<file path="config.mk">
export PLATFORM = sky130hd
export DESIGN_NAME = unified_mem_arbiter
export DESIGN_NICKNAME = d
export VERILOG_FILES = /design/src/rtl/mips_mem_pkg.sv /design/src/rtl/unified_mem_arbiter.sv
export SDC_FILE = /design/constraint.sdc
export NUM_CORES = 1
export LEC_CHECK = 0
export ABC_AREA = 1
export BUFFER_PORTS_ARGS = -buffer_cell sky130_fd_sc_hd__buf_4
export CORE_UTILIZATION = 48
export DETAILED_ROUTE_END_ITERATION = 10
export GPL_TIMING_DRIVEN = 0
export HOLD_SLACK_MARGIN = 0.06
export PLACE_DENSITY_LB_ADDON = 0.15
export SLEW_MARGIN = 30
export SYNTH_ARGS = -nofsm -noshare
export SYNTH_HDL_FRONTEND = slang
export SYNTH_SLANG_ARGS = --single-unit
</file>
<file path="constraint.sdc">
create_clock -name clk -period 1.36 [get_ports clk]
set_input_delay 0.272 -clock clk [delete_from_list [all_inputs] [get_ports clk]]
set_output_delay 0.272 -clock clk [all_outputs]
set_load 0.01 [all_outputs]
</file>
<file path="src/rtl/mips_mem_pkg.sv">
// Shared types and constants for the unified instruction/data memory arbiter.
package mips_mem_pkg;

  // Arbiter FSM states.
  typedef enum logic [1:0] {
    IDLE = 2'd0,
    BUSY = 2'd1,
    DONE = 2'd2
  } arb_state_t;

  // Which requester currently owns (or last owned) the memory port.
  typedef enum logic {
    OWNER_FETCH = 1'b0,
    OWNER_DATA  = 1'b1
  } owner_t;

  // Access-size encodings shared by the core and the memory.
  localparam logic [1:0] LS_WORD  = 2'b00;
  localparam logic [1:0] LS_HALF  = 2'b01;
  localparam logic [1:0] LS_BYTE  = 2'b10;
  localparam logic [1:0] LS_BYTEU = 2'b11;

  // Round-robin pick: a lone requester wins; on contention the side that
  // did not win last time goes next.
  function automatic owner_t pick_owner(input logic   fetch_req,
                                        input logic   data_req,
                                        input owner_t last_grant);
    owner_t pick;
    if (fetch_req && data_req) begin
      pick = (last_grant == OWNER_FETCH) ? OWNER_DATA : OWNER_FETCH;
    end else if (data_req) begin
      pick = OWNER_DATA;
    end else begin
      pick = OWNER_FETCH;
    end
    return pick;
  endfunction

endpackage

</file>
<file path="src/rtl/unified_mem_arbiter.sv">
// Shares one single-ported unified memory between instruction fetch and the
// load/store stage. One requester at a time holds the port for LATENCY cycles;
// read data is registered and announced with a one-cycle ready pulse.
//
// Handshake: a requester raises *_req and holds it, with stable request
// fields, until it sees its *_ready pulse. Request fields are sampled only on
// the grant cycle. *_ready is high for exactly one cycle and *_rdata is valid
// in that cycle and stays put until that side's next completion. A *_req
// still high in the ready cycle is treated as a fresh request.
module unified_mem_arbiter
  import mips_mem_pkg::*;
#(
  parameter int WIDTH   = 32,
  parameter int LATENCY = 2
) (
  input  logic             clk,
  input  logic             reset,
  // Fetch side (read-only, word)
  input  logic             i_req,
  input  logic [WIDTH-1:0] i_addr,
  output logic             i_ready,
  output logic [WIDTH-1:0] i_rdata,
  // Data side (load/store, word/half/byte)
  input  logic             d_req,
  input  logic             d_we,
  input  logic [WIDTH-1:0] d_addr,
  input  logic [WIDTH-1:0] d_wdata,
  input  logic [1:0]       d_ls_ctrl,
  output logic             d_ready,
  output logic [WIDTH-1:0] d_rdata,
  // Memory port
  output logic [WIDTH-1:0] mem_a,
  output logic [WIDTH-1:0] mem_wd,
  output logic             mem_we,
  output logic [1:0]       mem_ls_ctrl,
  input  logic [WIDTH-1:0] mem_rd,
  // Hazard unit
  output logic             stall_f,
  output logic             stall_m,
  // Current FSM state for observation
  output logic [1:0]       dbg_state
);

  localparam int CNT_W = (LATENCY > 1) ? $clog2(LATENCY) : 1;
  localparam logic [CNT_W-1:0] CNT_INIT = CNT_W'(LATENCY - 1);

  arb_state_t       state_q, state_d;
  logic [CNT_W-1:0] cnt_q, cnt_d;
  owner_t           owner_q, owner_d;
  owner_t           last_grant_q, last_grant_d;
  logic [WIDTH-1:0] lat_addr_q, lat_addr_d;
  logic [WIDTH-1:0] lat_wdata_q, lat_wdata_d;
  logic             lat_we_q, lat_we_d;
  logic [1:0]       lat_ls_q, lat_ls_d;
  logic             i_ready_q, i_ready_d;
  logic             d_ready_q, d_ready_d;
  logic [WIDTH-1:0] i_rdata_q, i_rdata_d;
  logic [WIDTH-1:0] d_rdata_q, d_rdata_d;

  logic   any_req;
  owner_t grant_owner;
  logic   busy;
  logic   last_cycle;

  assign any_req     = i_req | d_req;
  assign grant_owner = pick_owner(i_req, d_req, last_grant_q);
  assign busy        = (state_q == BUSY);
  assign last_cycle  = (cnt_q == '0);

  // Next-state: arbitrate in IDLE/DONE, count wait states in BUSY, capture on the last one.
  always_comb begin
    state_d      = state_q;
    cnt_d        = cnt_q;
    owner_d      = owner_q;
    last_grant_d = last_grant_q;
    lat_addr_d   = lat_addr_q;
    lat_wdata_d  = lat_wdata_q;
    lat_we_d     = lat_we_q;
    lat_ls_d     = lat_ls_q;
    i_ready_d    = 1'b0;
    d_ready_d    = 1'b0;
    i_rdata_d    = i_rdata_q;
    d_rdata_d    = d_rdata_q;

    case (state_q)
      IDLE, DONE: begin
        if (any_req) begin
          state_d = BUSY;
          cnt_d   = CNT_INIT;
          owner_d = grant_owner;
          if (grant_owner == OWNER_DATA) begin
            lat_addr_d  = d_addr;
            lat_wdata_d = d_wdata;
            lat_we_d    = d_we;
            lat_ls_d    = d_ls_ctrl;
          end else begin
            lat_addr_d  = i_addr;
            lat_wdata_d = '0;
            lat_we_d    = 1'b0;
            lat_ls_d    = LS_WORD;
          end
        end else begin
          state_d = IDLE;
        end
      end
      BUSY: begin
        if (!last_cycle) begin
          cnt_d = cnt_q - CNT_W'(1);
        end else begin
          state_d      = DONE;
          last_grant_d = owner_q;
          if (owner_q == OWNER_DATA) begin
            d_rdata_d = mem_rd;
            d_ready_d = 1'b1;
          end else begin
            i_rdata_d = mem_rd;
            i_ready_d = 1'b1;
          end
        end
      end
      default: begin
        state_d = IDLE;
      end
    endcase
  end

  // State register with synchronous reset; reset aborts any transaction in flight.
  always_ff @(posedge clk) begin
    if (reset) begin
      state_q      <= IDLE;
      cnt_q        <= '0;
      owner_q      <= OWNER_FETCH;
      last_grant_q <= OWNER_FETCH;
      lat_addr_q   <= '0;
      lat_wdata_q  <= '0;
      lat_we_q     <= 1'b0;
      lat_ls_q     <= LS_WORD;
      i_ready_q    <= 1'b0;
      d_ready_q    <= 1'b0;
      i_rdata_q    <= '0;
      d_rdata_q    <= '0;
    end else begin
      state_q      <= state_d;
      cnt_q        <= cnt_d;
      owner_q      <= owner_d;
      last_grant_q <= last_grant_d;
      lat_addr_q   <= lat_addr_d;
      lat_wdata_q  <= lat_wdata_d;
      lat_we_q     <= lat_we_d;
      lat_ls_q     <= lat_ls_d;
      i_ready_q    <= i_ready_d;
      d_ready_q    <= d_ready_d;
      i_rdata_q    <= i_rdata_d;
      d_rdata_q    <= d_rdata_d;
    end
  end

  // Memory port is driven only while BUSY; the single write strobe lands on the last wait state.
  always_comb begin
    mem_a       = busy ? lat_addr_q  : '0;
    mem_wd      = busy ? lat_wdata_q : '0;
    mem_ls_ctrl = busy ? lat_ls_q    : LS_WORD;
    mem_we      = lat_we_q & busy & last_cycle & ~reset;
  end

  assign i_ready   = i_ready_q;
  assign d_ready   = d_ready_q;
  assign i_rdata   = i_rdata_q;
  assign d_rdata   = d_rdata_q;
  assign stall_f   = i_req & ~i_ready_q;
  assign stall_m   = d_req & ~d_ready_q;
  assign dbg_state = state_q;

endmodule
</file>
Yosys cells after proc, flatten, opt, wreduce, memory -nomap -nowiden
Cells that the tools add are included.

Register bits: 138. Input port bits: 135. Output and inout port bits: 137. Word-level logic and storage cells: 57.

Add/sub/neg operators: 1. Equal/unequal tests: 4. Multiplexer cells: 18. Bitwise operators: 12. Reductions and logical operators: 10.

Operators by type and width (count): two-way mux 32 bit (4); two-way mux 1 bit (9); two-way mux 2 bit (3); inverter 1 bit (6); AND reduction 2 bit (3); AND reduction 3 bit (2); AND 1 bit (5); != test 2 bit (second input constant) (2); one-hot mux 2 bit (2 select lines) (1); OR reduction 3 bit (1); == test 2 x 1 -> 1 bit (second input constant) (1); == test 2 bit (second input constant) (1); logical NOT 2 bit (1); one-hot mux 1 bit (2 select lines) (1); nonzero test 2 bit (1); OR reduction 2 bit (1); logical AND 1 bit (1); bitwise OR 1 bit (1); subtractor 1 bit (second input constant) (1).

Logic depth before layout (Yosys ltp)
Depth after elaboration: 4. Depth in mapped cells: 7. Gate-level depth less buffers: 6.

Worst setup path before layout
OpenSTA, ideal clock, no wires.

Path kind: reg2out. From: reg state_q[0] (netlist: dbg_state[0]). To: out mem_ls_ctrl[0]. Arrival time: 1095 ps. Data required time: 1088 ps. Slack: -7 ps. Cell stages (with the launch flop): 5. Buffers on the path: 2. Cell sequence: dfxtp_1 -> nand2_1 -> buf_2 -> buf_2 -> nor2_1.

Longest elaborated chain between the ends: 2.

Ends and longest elaborated chain: start, declared (RTL line unified_mem_arbiter.sv:47) `arb_state_t state_q, state_d;`; start signal, assigned (RTL line unified_mem_arbiter.sv:143) `state_q <= state_d;`; == test 2 x 1 -> 1 bit (RTL line unified_mem_arbiter.sv:67) `assign busy = (state_q == BUSY);`; two-way mux 2 bit (RTL line unified_mem_arbiter.sv:162) `mem_ls_ctrl = busy ? lat_ls_q : LS_WORD;`; end, declared (RTL line unified_mem_arbiter.sv:35) `output logic [1:0] mem_ls_ctrl,`.

Every way passes these cells.

Final worst setup path
From: reg state_q[1] (netlist: dbg_state[1]). To: out mem_wd[14].

Longest elaborated chain between the ends: 2.

Ends and longest elaborated chain: == test 2 x 1 -> 1 bit (RTL line unified_mem_arbiter.sv:67); two-way mux 32 bit (RTL line unified_mem_arbiter.sv:161) `mem_wd = busy ? lat_wdata_q : '0;`; end, declared (RTL line unified_mem_arbiter.sv:33) `output logic [WIDTH-1:0] mem_wd,`.

Every way passes these cells.

==> results.md <==
- YS warnings: 0
- Comb pwr share: 0.218
- Hold EP: i_rdata[4]
- Async SR Flop Fraction: 0
- Final core utilization: 0.8286
- Initial antenna violation count: 0
- Critical Path End Type: output port
- Yosys cell types: 20
- Hold WC Path Type: in -> reg
- First-pass GRT wire length: 31,220 um
- Reg power frac: 0.369
- Post-synth top area share: 0.4359
- Vias post-DR: 7,594
- Slowest stage cell on the critical path: dfxtp_2
- Post-DR vias/cell: 5.138
- Final WL: 23,550 um
- FP Rows: 41
- Fin crit period: 1.746 ns
- RR Endpoint: i_rdata[30]
- Required time of the critical path: 1.09 ns
- Final hold violations: 0
- Power Dens Cells: 1156 nW/um2
- Cells on worst reg2reg path: 9
- Number of synthesized register bits: 138
- Peak VDD IR: 750.3 uV
- Type of the worst setup path: reg -> out
- Final Setup Violations: 168
- Die width: 116.9 um
- Int Power: 8870 uW
- Post-Syn Instances: 966
- Startpoint types: flop
- Cell taking the most area after synthesis: dfxtp_1
- Global Route Usage Sum: 0.2955
- Vias in the first global route: 6,418
- Starting Density: 0.4981
- Most common cell in the netlist: nor2_1
- Htree depth: 4
- Post-synthesis cell area: 6337 um2
- Synth-to-layout area growth: 66.34%
- Sw frac: 0.2719
- Outcome: complete, but fails checks
- Register area share after synthesis: 0.4359
- Pins Over Slew Limit: 0
- Placed Cells: 1,409
- Clock Path Buffers: 2
- Worst Slack Setup Final: -0.3864 ns
- Iter 0 DRT Violations: 704
- Die extent in y: 116.9 um
- DRC: 0
- Clock share of power: 0.413
- Commonest cells in the netlist: nor2_1 (233), nand2_1 (170), dfxtp_1 (138)
- Worst r2r src: dbg_state[0]
- R2R Setup Slk: -0.18 ns
- Period utilization: 1.284
- Synthesized area per cell: 6.560 um2
- Worst hold slack: 0.1113 ns
- IO buf count: 271
- Unrepaired setup endpoints after global routing: yes
- IO Count: 272
- Tightest Pin Transition: 0.7085 ns
- Layout cells sized above 1: 0.3874
- Max-slew headroom: 0.5277
- Top post-synthesis cells by area: dfxtp_1 (44%), nor2_1 (14%), nand2_1 (10%), nand4_1 (9.8%), inv_1 (8.1%)
- Worst-path clk slew: 0.06 ns
- Antenna-violating nets left: 0
- Hold depth: 3
- F_max: 0.5726 GHz
- Drt wl/cell: 15.93 um
- Number of synthesized flops with an enable pin: 0
- HPWL after DPL: 14,640 um
- Clock skew: 0.008177 ns
- # fillers: 864
- Core Region: 12,720 um2
- Max Cap Violations: 0
- Worst hold start: mem_rd[4]
- Final nets: 1,428
- Antenna cells: 0
- Worst Path Arrival: 1.47 ns
- RePlAce Congestion: 0.8273
- Post-synth top flop: dfxtp_1
- Clock sinks: 138
- Leak pwr: 0.005229 uW
- Mapped Nets: 1,101
- CP peak stage delay: 0.33 ns
- Pin count of the biggest net entering global routing: 17
- Grt ovf: 0
- Failing checks: negative setup slack
- Crit-path max FO: 10
- CTS tree: built
- Root Driver: clkbuf_16
- Worst skew pair latency: 0.42 ns
- Switching pwr: 3313 uW
- Crit-path cells: inv_4 -> nand2_8 -> buf_8 -> buf_12 -> nor2_2 -> buf_4
- DIE AREA: 13,670 um2
- CTS Buf Count: 17
- Layout Cells excl Fill: 1,478
- Drt first pass iters: 7
[power by group through the flow]
stage | sequential [uW] | clock (uW) | combinational [uW]
final | 4500 | 5030 | 2660
after global routing | 4520 | 5220 | 2870
after CTS | 4460 | 5020 | 2130
after detailed placement | 4550 | 0 | 1950
after global placement | 4540 | 0 | 1930
after floorplan | 4570 | 0 | 1020
[cells by family (layout without fill, tap and decap cells)]
| family | after synthesis | in the layout | synth area share |
|---|---|---|---|
| and+or+nand+nor | 542 | 543 | 0.3698 |
| buffers and inverters | 214 | 553 | 0.1368 |
| DFF | 138 | 138 | 0.4359 |
| AOI/OAI and AO/OA | 72 | 72 | 0.05745 |
[layout by cell type (no fill, tap or decap), types with 9 or more instances in the layout]
cell         n
a21oi_1     16
nor2_2      27
nand2_1    146
o21ai_1     14
o21ai_0     18
nand4_1     99
nand2_4     21
nand3_1     17
clkbuf_2     9
clkbuf_16   21
inv_1      136
buf_4      277
a21oi_2     23
nand3_2     16
nor2_4      17
clkbuf_1    17
nor2_1     193
buf_6       36
dfxtp_1    136
buf_2       11
[state kept, by name, indices dropped and copies added, names as in the netlist, 2 cells and up]
signal and cells:
i_rdata 32, lat_ls_q 2, lat_addr_q 32, dbg_state 2, lat_wdata_q 32, d_rdata 32
[final cells by class]
cell class	instances	area, um2	share of cell area
buffer	74	584.3	0.05543
tap	172	215.2	0.02042
multi-input combinational	615	3272	0.3104
timing repair buffer	307	2527	0.2398
sequential	138	2768	0.2626
clock buffer	25	505.5	0.04795
clock inverter	7	135.1	0.01282
inverter	140	534.3	0.05068
[how the worst max path moves through the flow]
| stage | from | endpoint | slack [ns] | cells after the start |
|---|---|---|---|---|
| 2_1_floorplan | dbg_state[1] | mem_ls_ctrl[0] | 0.006 | 5 |
| 3_3_place_gp | dbg_state[1] | mem_a[24] | -0.33 | 5 |
| 3_5_place_dp | dbg_state[1] | mem_a[24] | -0.31 | 5 |
| 4_1_cts | dbg_state[1] | mem_wd[4] | -0.33 | 6 |
| 5_1_grt | dbg_state[1] | mem_wd[9] | -0.41 | 6 |
| 6_report | dbg_state[1] | mem_wd[14] | -0.39 | 6 |
[repair_timing]
action / 4_1_cts / 5_1_grt
endpoints found under the hold margin: 0 / 0
pin swaps: 4 / 37
resized for setup: 70 / 221
buffers inserted: 9 / 17
endpoints found under the setup margin: 136 / 196
hold buffers: 0 / 0
gates cloned: 1 / 10
[through the flow]
step	setup TNS, ns	power (uW)	worst slack, ns	area (um2)
floorplan	0	5587	0.006489	6339
global placement	-25.89	6463	-0.3342	8588
detailed placement	-27.78	6493	-0.3149	8588
CTS	-19.34	11610	-0.3275	9542
global route	-39.11	12610	-0.4127	10540
finish	-30.61	12180	-0.3864	10540
[critical path: cells and delay by family, from the launching register on]
family | cells | cell delay (ns)
buf+inv | 4 | 0.53
flops | 1 | 0.33
simple gates | 2 | 0.18
[per-layer routing]
metal,wire length (um),GRT usage
met1,9126,0.3556
met2,11730,0.5034
met3,1826,0.07106
met4,865,0.1283
met5,0,0
No activity file was read; power rests on OpenSTA's default activity.
